===== config.mk =====
export PLATFORM = sky130hd
export DESIGN_NAME = pipe_adder
export DESIGN_NICKNAME = d
export VERILOG_FILES = /design/src/rtl/pipe_adder.sv
export SDC_FILE = /design/constraint.sdc
export NUM_CORES = 1
export LEC_CHECK = 0
export BUFFER_PORTS_ARGS = -buffer_cell sky130_fd_sc_hd__buf_2
export CAP_MARGIN = 10
export CORE_MARGIN = 4
export CORE_UTILIZATION = 45
export CTS_CLUSTER_DIAMETER = 100
export DETAILED_ROUTE_END_ITERATION = 8
export HOLD_SLACK_MARGIN = 0.03
export PLACE_DENSITY = 0.63
export SYNTH_ARGS = -nofsm -noshare
export SYNTH_HDL_FRONTEND = slang
export SYNTH_SLANG_ARGS = --single-unit

===== constraint.sdc =====
create_clock -name clk -period 2.8 [get_ports clk]
set_input_delay 0 -clock clk [delete_from_list [all_inputs] [get_ports clk]]
set_output_delay 0 -clock clk [all_outputs]
set_load 0.01 [all_outputs]

===== src/rtl/pipe_adder.sv =====
// Pipelined ripple-carry adder/subtractor: one SW-bit slice per stage, carry
// registered between slices, valid/ready on both ends with a global stall.
module pipe_adder #(
  parameter int WIDTH  = 16,
  parameter int STAGES = 4
) (
  input  logic             clk,
  input  logic             rst,
  input  logic             in_valid,
  output logic             in_ready,
  input  logic [WIDTH-1:0] a,
  input  logic [WIDTH-1:0] b,
  input  logic             cin,
  input  logic             sub,
  output logic             out_valid,
  input  logic             out_ready,
  output logic [WIDTH-1:0] sum,
  output logic             cout,
  output logic             ovf
);
  localparam int SW = WIDTH / STAGES;

  logic [STAGES-1:0]            vld_q, vld_d, v_i;
  logic [STAGES-1:0]            c_q, c_d, c_i;
  logic [STAGES-1:0][WIDTH-1:0] a_q, a_d, a_i;
  logic [STAGES-1:0][WIDTH-1:0] b_q, b_d, b_i;
  logic [STAGES-1:0][WIDTH-1:0] s_q, s_d, s_i;
  logic [STAGES-1:0][SW:0]      t;
  logic                         ovf_q, ovf_d;
  logic                         advance;

  assign out_valid = vld_q[STAGES-1] && !rst;
  assign advance   = !out_valid || out_ready;
  assign in_ready  = advance && !rst;

  assign sum  = s_q[STAGES-1];
  assign cout = c_q[STAGES-1];
  assign ovf  = ovf_q;

  // Stage 0 takes the prepared operands; later stages take the previous register.
  for (genvar g = 0; g < STAGES; g++) begin : g_in
    if (g == 0) begin : g_first
      assign a_i[g] = a;
      assign b_i[g] = sub ? ~b : b;
      assign c_i[g] = sub | cin;
      assign s_i[g] = '0;
      assign v_i[g] = in_valid && in_ready;
    end else begin : g_rest
      assign a_i[g] = a_q[g-1];
      assign b_i[g] = b_q[g-1];
      assign c_i[g] = c_q[g-1];
      assign s_i[g] = s_q[g-1];
      assign v_i[g] = vld_q[g-1];
    end
  end

  always_comb begin
    ovf_d = '0;
    for (int k = 0; k < STAGES; k++) begin
      t[k] = {1'b0, a_i[k][k*SW +: SW]} + {1'b0, b_i[k][k*SW +: SW]}
           + {{SW{1'b0}}, c_i[k]};
      a_d[k]   = a_i[k];
      b_d[k]   = b_i[k];
      s_d[k]   = s_i[k];
      s_d[k][k*SW +: SW] = t[k][SW-1:0];
      c_d[k]   = t[k][SW];
      vld_d[k] = v_i[k];
      // Carry into the MSB is recovered from the MSB sum bit and its operands.
      if (k == STAGES-1)
        ovf_d = a_i[k][WIDTH-1] ^ b_i[k][WIDTH-1] ^ t[k][SW-1] ^ t[k][SW];
    end
  end

  always_ff @(posedge clk) begin
    if (rst) begin
      vld_q <= '0;
      a_q   <= '0;
      b_q   <= '0;
      s_q   <= '0;
      c_q   <= '0;
      ovf_q <= 1'b0;
    end else if (advance) begin
      vld_q <= vld_d;
      a_q   <= a_d;
      b_q   <= b_d;
      s_q   <= s_d;
      c_q   <= c_d;
      ovf_q <= ovf_d;
    end
  end

  // Final-stage operand copies are fully consumed and have no reader.
  logic unused_ok;
  assign unused_ok = ^{a_q[STAGES-1], b_q[STAGES-1]};

endmodule


==> results by group <==
Routing
  – Iteration-0 DRC Markers: 119
  – Routed len/inst: 11.7 um
  – First-pass DRT Iterations: 4
  – Final ANT Viol Nets: 0
  – Routed wl met3: 302 um
  – Via density: 4.73
  – M1 wire length: 3.87 mm
  – Top sig layer: met4
  – Met2 WL post-DR: 3.23 mm
  – Vias: 3029
  – Total Wirelength: 7.53 mm
  – # DRC: 0

STA
  – Crit path time final: 2.07 ns
  – Final-report hold violation count: 0
  – Fin crit share: 0.740
  – Clk_skew: 0.0137 ns
  – Sum of negative setup slack: 0 ns
  – RSZ-0062 raised after global routing: no
  – Slew @ Worst Pin: 0.916 ns
  – Fin. max-slew vios: 0
  – Final setup viols: 0
  – Slew headroom: 0.389
  – Fmax: 0.482 GHz

Logic synthesis
  – FF+latch count, synth: 97
  – Synth area leaders: dfxtp_1 (46%), nand2b_1 (10%), o21ai_0 (8.4%)
  – Synthesized area: 4190 um2
  – Seq/Total Area, Yosys: 0.464
  – Post-synthesis cell type count: 29
  – Ys Warns: 0
  – Post-synth top area share: 0.464
  – Syn Area/Cell: 9.02 um2
  – Synth Instances: 464
  – Synth area leader: dfxtp_1
  – Net Count, Synth: 522

Worst setup path
  – Largest stage delay, worst path: 0.45 ns
  – Slowest-stage cell, CP: fa_1
  – CP Cell Sequence: fa_1 > fa_1 > a21o_1 > a21oi_1 > xnor2_1 > a211oi_1
  – Crit Path Class: register to register
  – Critical path required time: 3.06 ns
  – Setup crit end kind: register
  – Crit path max fanout: 2
  – Cell mode on critical path: fa_1
  – Worst Setup Start Kind: register
  – R2R setup slack: 0.73 ns
  – CP arrival: 2.34 ns

Cells and area
  – Final nets: 586
  – Post-Layout Cell Count: 641
  – Commonest non-fill, non-tap cell in the layout: dfxtp_1
  – Multi-input logic area: 2030 um2
  – Syn-to-layout area delta: 17.5%
  – Diode count: 0
  – Most frequent cells in the layout: dfxtp_1 (97), nand2_1 (71), o21ai_0 (70)
  – FILL cells: 834
  – Layout cells sized above 1: 0.154
  – Register Area: 1940 um2

Global routing
  – Largest net degree at the start of global routing: 63
  – Initial antenna violation count: 0
  – Number of global-route vias before repair: 2940
  – First-pass GRT wire length: 13.4 mm
  – Total track usage: 0.147
  – Total congestion overflow: 0

Status
  – Status: finished clean

Placed design
  – HPWL Detailed: 5.11 mm
  – GP Congestion: 0.776
  – Placed Cells: 600
  – Port Buffers: 57

Clock network
  – Root buf cell: clkbuf_8
  – TritonCTS buffer count: 9
  – H-tree lvl count: 3
  – Clk sinks: 97
  – CTS max path bufs: 2
  – Setup repair bufs after CTS: 0
  – Worst-Skew Late Latency: 0.35 ns
  – Register clock-pin slew on the reported worst setup and hold paths: 0.09 ns
  – TritonCTS clock tree: built

Power
  – Worst vdd ir: 0.000319 V
  – Pleak: 2.01 nW
  – Power Dens Cells: 563 nW/um2

Floorplan
  – Die Area: 10900 um2
  – Row cnt: 34
  – I/O pin cnt: 58
  – Area of the core: 8890 um2
  – Initial Util: 0.471
  – Die H: 104 um
  – Die width: 104 um

Hold path
  – Hold Crit Class: input port to register

Flow run
  – Max-Cap Viols: 0
==> flip-flops by register name, summed over array words and instances, names as in the netlist <==
register / flops
a_d: 24
b_d: 24
s_d: 24
sum: 16
c_q: 4
vld_q: 4
ovf: 1
==> synth_stat cells <==
library cell and n:
a211oi_1 20, a21o_1 7, a21oi_1 8, a22o_1 1, buf_2 8, buf_4 9, buf_6 4, clkbuf_1 14
dfxtp_1 97, fa_1 8, ha_1 12, inv_1 4, nand2_1 71, nand2b_1 67, nand3b_1 2, nand4b_1 3
nor2_1 23, nor2b_1 3, nor3_1 3, nor3b_2 1, o211ai_1 2, o211ai_2 1, o21ai_0 70, o31ai_1 1
or2_2 1, or4_1 2, or4_4 1, xnor2_1 17, xor2_1 4
==> report_power, final <==
group | internal [mW] | switching (mW) | total (mW)
Clock | 0.503 | 0.468 | 0.970
Combinational | 0.157 | 0.126 | 0.284
Sequential | 1.47 | 0.0477 | 1.52
Total | 2.13 | 0.642 | 2.77
==> cell families (layout without fill, tap and decap cells) <==
logic type                 count (synthesis)  in the layout  synth area share
and+or+nand+nor                          177            177             0.213
AOI/OAI and AO/OA                        110            110             0.152
DFF                                       97             97             0.464
buffers and inverters                     39            108            0.0526
xor gates and xnor gates                  21             21            0.0439
adders and majority gates                 20             20            0.0741
==> what timing repair did <==
item	CTS	global route
endpoints found under the hold margin	25	0
hold buffers	25	0
gates resized for setup	0	0
==> worst paths after layout <==
path	start	to	depth (start not counted)
min reg2reg	sum[0]$_SDFFE_PP0N_	sum[0]$_SDFFE_PP0N_	2
max reg2reg	c_q[2]$_SDFFE_PP0N_	ovf$_SDFFE_PP0N_	6
max	c_q[2]$_SDFFE_PP0N_	ovf$_SDFFE_PP0N_	6
min	a[3]	c_q[0]$_SDFFE_PP0N_	4
==> final cells by class <==
cell class                      count  area share
Tap cell                          108      0.0275
Inverter                            4     0.00305
Sequential cell                    97       0.395
Timing Repair Buffer               88       0.118
Clock inverter                      5      0.0163
Clock buffer                       11      0.0267
Multi-Input combinational cell    328       0.413
==> layer usage <==
| layer | vias up | track usage |
|---|---|---|
| met3 | 8 | 0.0329 |
| met4 | 0 | 0.0541 |
| met5 | - | 0 |
| met2 | 51 | 0.225 |
| met1 | 1309 | 0.202 |
| li1 | 1661 | - |
==> per-stage QoR <==
step	instance area (um2)	power [mW]	hold WS, ns	util	setup slack, ns
floorplan	4190	1.73	0.0537	-	0.779
global placement	4450	1.80	0.251	0.501	0.841
detailed placement	4450	1.81	0.264	0.501	0.765
CTS	4920	2.81	0.0988	0.553	0.714
global route	4920	2.91	0.135	0.553	0.577
finish	4920	2.77	0.0949	0.553	0.727
==> worst max-delay path: cells and delay by family, from the launching register on <==
family / cells / cell delay (ns)
xor gates and xnor gates: 1 / 0.11
AOI/OAI and AO/OA: 3 / 0.66
DFF: 1 / 0.34
adders and majority gates: 2 / 0.86
No activity file was read; power rests on OpenSTA's default activity.
